### config.mk
export PLATFORM = sky130hd
export DESIGN_NAME = interp_point_gen
export DESIGN_NICKNAME = d
export VERILOG_FILES = /design/src/rtl/interp_point_gen.sv
export SDC_FILE = /design/constraint.sdc
export NUM_CORES = 1
export LEC_CHECK = 0
export ABC_AREA = 1
export BUFFER_PORTS_ARGS = -buffer_cell sky130_fd_sc_hd__clkbuf_2
export CORE_MARGIN = 10
export CORE_UTILIZATION = 51
export CTS_BUF_LIST = sky130_fd_sc_hd__clkbuf_4
export DETAILED_ROUTE_END_ITERATION = 10
export PLACE_DENSITY = 0.88
export RECOVER_POWER = 25
export SLEW_MARGIN = 40
export SYNTH_ARGS = -nofsm -noshare
export SYNTH_HDL_FRONTEND = slang
export SYNTH_SLANG_ARGS = --single-unit
export TNS_END_PERCENT = 20
### constraint.sdc
create_clock -name clk -period 3.41 [get_ports clk]
set_input_delay 0.341 -clock clk [delete_from_list [all_inputs] [get_ports clk]]
set_output_delay 0.341 -clock clk [all_outputs]
set_load 0.05 [all_outputs]
### src/rtl/interp_point_gen.sv
// interp_point_gen: emits six interpolated points base+k*E (k=0..5) over a valid/ready handshake; INTERP_SAT_EN selects saturation instead of wrap on narrowing
module interp_point_gen #(
    parameter int IN_W  = 16,
    parameter int REG1  = 17,
    parameter int REG2  = 18,
    parameter int REG3  = 19,
    parameter int OUT_W = 16
) (
    input  logic                    clk,
    input  logic                    rst,
    input  logic                    start,
    input  logic signed [IN_W-1:0]  base_in,
    input  logic signed [REG1-1:0]  reg_E,
    input  logic signed [REG2-1:0]  reg_2E,
    input  logic signed [REG3-1:0]  reg_5E,
    input  logic                    out_ready,
    output logic                    out_valid,
    output logic [OUT_W-1:0]        out_data,
    output logic [2:0]              out_idx,
    output logic                    out_last,
    output logic                    busy,
    output logic                    start_err
);
    localparam int ACC_W = REG3 + 2;
    localparam logic signed [ACC_W-1:0] MAXV = ACC_W'((64'sd1 <<< (OUT_W - 1)) - 1);
    localparam logic signed [ACC_W-1:0] MINV = -MAXV - 1;

    typedef enum logic {IDLE, EMIT} state_t;

    state_t                  r_state, w_state_nxt;
    logic signed [IN_W-1:0]  r_base;
    logic signed [REG1-1:0]  r_e;
    logic signed [REG2-1:0]  r_2e;
    logic signed [REG3-1:0]  r_5e;
    logic [OUT_W-1:0]        r_data;
    logic [2:0]              r_idx;
    logic                    r_valid, r_err;
    logic                    w_hs, w_end, w_accept, w_adv;
    logic [2:0]              w_k;
    logic signed [ACC_W-1:0] w_b, w_x, w_y, w_sum;
    logic [OUT_W-1:0]        w_res;

    // state register
    always_ff @(posedge clk) begin
        if (rst) r_state <= IDLE;
        else     r_state <= w_state_nxt;
    end

    // next state, handshake decode and point arithmetic (base + x + y, two adders)
    always_comb begin
        w_hs        = r_valid && out_ready;
        w_end       = w_hs && (r_idx == 3'd5);
        w_accept    = start && (r_state == IDLE || w_end);
        w_adv       = w_hs && (r_idx != 3'd5);
        w_state_nxt = w_accept ? EMIT : w_end ? IDLE : r_state;
        w_k         = w_accept ? 3'd0 : r_idx + 3'd1;
        w_b         = w_accept ? ACC_W'(base_in) : ACC_W'(r_base);
        w_x         = (w_k == 3'd1 || w_k == 3'd3) ? ACC_W'(r_e) :
                      (w_k == 3'd2 || w_k == 3'd4) ? ACC_W'(r_2e) :
                      (w_k == 3'd5) ? ACC_W'(r_5e) : '0;
        w_y         = (w_k == 3'd3 || w_k == 3'd4) ? ACC_W'(r_2e) : '0;
        w_sum       = w_b + w_x + w_y;
`ifdef INTERP_SAT_EN
        w_res       = (w_sum > MAXV) ? MAXV[OUT_W-1:0] :
                      (w_sum < MINV) ? MINV[OUT_W-1:0] : w_sum[OUT_W-1:0];
`else
        w_res       = w_sum[OUT_W-1:0];
`endif
    end

    // operand capture and output registers
    always_ff @(posedge clk) begin
        if (rst) begin
            r_base  <= '0;
            r_e     <= '0;
            r_2e    <= '0;
            r_5e    <= '0;
            r_data  <= '0;
            r_idx   <= '0;
            r_valid <= 1'b0;
            r_err   <= 1'b0;
        end else begin
            if (w_accept) begin
                r_base <= base_in;
                r_e    <= reg_E;
                r_2e   <= reg_2E;
                r_5e   <= reg_5E;
            end
            if (w_accept || w_adv) begin
                r_data <= w_res;
                r_idx  <= w_k;
            end
            r_valid <= w_accept || (r_valid && !w_end);
            r_err   <= start && (r_state == EMIT) && !w_accept;
        end
    end

    assign out_valid = r_valid;
    assign out_data  = r_data;
    assign out_idx   = r_idx;
    assign out_last  = r_valid && (r_idx == 3'd5);
    assign busy      = (r_state == EMIT);
    assign start_err = r_err;
endmodule

# After elaboration in Yosys (flattened, before gate mapping)
# Cells that the tools add are included.
# classes
n_eq_ne	7
add_sub_neg	3
n_reduce_logical	17
bitwise	1
mux	8
# ops
operator	n
16-bit 2-to-1 mux	5
16-bit adder	2
3-bit equality test (second input constant)	3
1-bit logical AND	8
3-bit by 2-bit equality test with 1-bit output (second input constant)	2
1-bit logical OR	6
3-bit by 1-bit adder with 3-bit output (second input constant)	1
3-bit by 1-bit equality test with 1-bit output (second input constant)	1
3-bit 2-to-1 mux	1
3-bit inequality test (second input constant)	1
1-bit logical NOT	2
1-bit 2-to-1 mux	2
2-bit nonzero test	1
1-bit inverter	1
# word_totals
reg_bits	86
input_bits	74
output_inout_bits	23
elab_cells	45

# Longest topological paths before layout
# depth
ltp_word	11
depth_mapped	25
ltp_nobuf	24

# Least setup slack after synthesis
# Ideal clock, no wire load.
# synth_path
path_kind	reg2reg
startpoint	reg r_idx[0] (netlist: out_idx[0])
endpoint	reg r_data[12] (netlist: out_data[12])
period_less_slack_ns	4.085
required_time_ns	3.296
setup_time_ns	0.114
slack_ns	-0.675
path_buffers	1
arrival_time_ns	3.971
stages_incl_launch_ff	21
path_cell_list	dfxtp_1 -> ha_1 -> nand2_1 -> nand2_1 -> inv_1 -> nor4_4 -> buf_2 -> nand2_1 -> nand3_1 -> o21ai_0 -> fa_1 -> inv_1 -> ha_1 -> a21o_1 -> inv_1 -> nand3_1 -> a21boi_0 -> o21ai_0 -> xor2_1 -> o21bai_1 -> inv_1
# synth_between
elab_chain_cells	11
word_cells_on_any_way	24
cone_classes	3 x add/sub; 7 x eq/ne; 6 x mux; 8 x reduce/logical
# synth_lines
item	line	source
from (decl)	36	logic [2:0] r_idx;
from (signal assigned)	91	r_idx <= w_k;
parallel branches: the longest is 11 deep, another holds 16-bit adder	n/a	
to (signal assigned)	90	r_data <= w_res;
to (decl)	35	logic [OUT_W-1:0] r_data;
# Parallel ways; which one is timed is not known.
# A chain may end at the register's enable or synchronous reset.

# Final worst setup path
# layout_path
startpoint	reg r_idx[1] (netlist: out_idx[1])
endpoint	reg r_data[14] (netlist: out_data[14])
# The elaborated chain is that of the path after synthesis.

==> impl_metrics.csv <==
group,metric,value,unit
cts,cts_hold_buf,0,
grt,antenna_found_initial,1,
worst_setup_path,worstSetupEndpointType,"flop",
finish,drive_gt1_frac,0.3316,
timing,fin_worst_skew,15.75,ps
cts,h-tree-depth,3,
cts,cts_buffer_depth,2,
worst_setup_path,cp-start-kind,"flop",
floorplan,die_w,115.1,um
finish,syn_to_final_growth,32.94,%
placed_design,portBuffers,90,
job,maxCapViolCount,0,
placed_design,dp_hpwl,9275,um
yosys,netlist_top_cells_count,"nor2_1 (123), dfxtp_1 (86), o21ai_0 (84), nand2_1 (81), inv_1 (65)",
route,ant_nets,0,
floorplan,die_h,115.1,um
yosys,ys_types,34,
yosys,synth_seq_area_share,0.3730,
route,wire_per_inst,17.13,um
yosys,synthesis.nets,725,
power_and_ir_drop,power.leakage,2.996,nW
worst_setup_path,worst-endpoint-required,3810,ps
outcome,status,"finished, violations left",
grt,grt_first_pass_wirelength,21460,um
worst_setup_path,cpMaxStageDelayCell,"fa_1",
yosys,syn_inst,619,
timing,tightest_slew,547.2,ps
timing,fmax,0.2727,GHz
grt,grt_pass1_vias,4653,
finish,fillCellCount,584,
timing,fin_crit_sh,1.075,
yosys,ys_seq_elements,86,
worst_setup_path,reg2reg_to,"out_data[14]",
yosys,async_flop_share,0,
placed_design,place_ws,-166.0,ps
yosys,ys_top_cells_by_area,"dfxtp_1 (37%), nor2_1 (10%), o21ai_0 (9.1%), fa_1 (6.9%), nand2_1 (6.6%)",
worst_setup_path,path_cells,"inv_4, ha_4, nand2_4, o21ai_4, nand2_2, inv_4, nor4_4, buf_6, buf_12, buf_16, nand2_1, nand3_1, o21ai_1, fa_1, inv_1, ha_1, buf_4, a21oi_1, o21ai_1, a21oi_1, nand3_1, a31oi_1",
timing,tns,-1219,ps
yosys,yosys_warnings,0,
worst_setup_path,cp_slowest_stage_delay,520,ps
route,routed_wl,14730,um
floorplan,rows,34,
grt,grt_start_max_net_pins,62,
grt,gr-usage-all-layers,0.1966,
floorplan,initial_utilization,0.5267,
cts,cts_tree,"yes",
route,dr.pass1.iters,5,
timing,rsz0062_at_grt,"true",
min_path,hold_path_class,"input port to flop",
worst_setup_path,reg2reg_from,"out_idx[1]",
power_and_ir_drop,ir_drop,0.0002447,V
route,vias,4758,
grt,grt_use_met3,0.04635,
grt,busiest_layer,"met2",
timing,relSlewSlack,0.6352,
grt,overflow,0,
finish,nNetsFinal,852,
worst_setup_path,cp.arrival,4070,ps
floorplan,io_pins,97,
grt,met2_usage,0.3243,
timing,final.setup.worst_slack,-257.0,ps
yosys,syn_avg_cell_area,7.457,sq um
yosys,mappedNetlistArea,4616,sq um
timing,drv_slew,0,
cts,ctsRootBufferMaster,"clkbuf_4",
yosys,synth_most_common_cell,"nor2_1",
cts,cts.reportedPaths.clkPinSlew,150,ps
yosys,synthFlopType,"dfxtp_1",
yosys,synth-edff-count,0,
worst_setup_path,startpoint,"out_idx[1]",
placed_design,gp_congestion,0.8843,
timing,report.final.setup_viol,8,
worst_setup_path,crit_type,"flop to flop",
cts,cts_made_buffers,9,
cts,cts.sinks,86,
cts,clk_latency,460,ps
route,drcViolationCount,0,
outcome,violations,"setup timing",
route,first_iter_violations,380,
power_and_ir_drop,p_per_area,442.4,nW/um^2
yosys,synth_top_cell_area_share,0.3730,
route,viasPerCell,5.533,
floorplan,coreArea,8763,sq um
worst_setup_path,r2r_setup_slack,-260,ps
worst_setup_path,critPathMaxFanout,7,
yosys,yosysTopAreaCell,"dfxtp_1",
worst_setup_path,crit_end,"out_data[14]",
floorplan,fp.dieArea,13260,sq um
timing,min_period,3667,ps
worst_setup_path,r2r.worst_path.cells,22,
timing,final-hold-violation-count,0,
grt,grt.met1_usage,0.2308,
finish,fin_util,0.7002,
## what timing repair did
action                                 in CTS  in global routing
endpoints found under the hold margin       0                  0
setup buffers                               3                  7
pin swaps                                  17                 27
gates resized for setup                    32                 42
setup endpoints to repair                   8                 12
cloned                                      1                  0
## worst min path at each step
stage | from | to | slack, ps | cells after the start
CTS | reg_E[9] | r_e[9] | 120 | 3
global placement | r_e[15] | r_e[15] | 440 | 2
detailed placement | r_e[15] | r_e[15] | 470 | 2
floorplan | rst | out_valid | 400 | 1
global route | reg_E[8] | r_e[8] | 130 | 3
finish | reg_E[9] | r_e[9] | 120 | 3
## through the flow
stage	hold WS, ps	power [mW]	std cells	instance area [sq um]
floorplan	402.7	1.690	619	4761
global placement	441.7	1.934	832	5605
detailed placement	466.0	1.962	832	5605
CTS	115.9	2.597	852	5901
global route	132.6	2.851	860	6136
finish	124.4	2.715	860	6136
## logic make-up after synthesis
kind of cell               synth area share
AOI/OAI and AO/OA                    0.1515
xor gates and xnor gates            0.01898
adders and majority gates            0.1128
buffers and inverters               0.08430
DFF                                  0.3730
muxes                               0.03036
and+or+nand+nor                      0.2291
## where the power goes
group,leakage (nW),internal (mW),switching (mW)
logic,2.21,0.390,0.567
registers,0.714,1.09,0.0552
clock network,0.0770,0.227,0.387
## critical path, delay by kind of cell, from the launching register on
family                   cells  cell delay, ps
buffers and inverters        7             700
AND/OR/NAND/NOR              6             620
adder cells (fa/ha/maj)      3             980
AO/OA/AOI/OAI                6             890
flip-flops                   1             400
## state kept, by name, summed over array words and instances (netlist names), 3 cells and up
signal    count
out_data     16
r_2e         16
out_idx       3
r_base       16
r_5e         16
r_e          16
## final cells by class
cell class              count  area (sq um)  area share
diodes                      1         2.502   0.0004078
clock buffers               9         67.56     0.01101
clock inverters             7         71.32     0.01162
inverters                  68         260.3     0.04241
multi-input cells         435          2890      0.4710
flip-flops and latches     86          1732      0.2822
well taps                 108         135.1     0.02202
repair buffers            146         977.2      0.1593
## per-layer routing
metal	vias to the layer above	wire length, um
li1	2249	-
met1	2182	5752
met2	260	7128
met3	67	1189
met4	0	664
met5	-	0
## cells in the final DEF (no fill, tap or decap), types with 8 or more instances in the layout
cell      instances
a21oi_1          18
buf_4            46
clkbuf_2         90
clkbuf_4          9
dfxtp_1          82
fa_1             14
ha_4             11
inv_1            55
inv_2            10
mux2i_1          12
nand2_1          71
nand2_2          10
nand3_1          24
nand3_2           8
nor2_1          121
o21ai_0          68
o21ai_2          11
No activity file was read; power rests on OpenSTA's default activity.
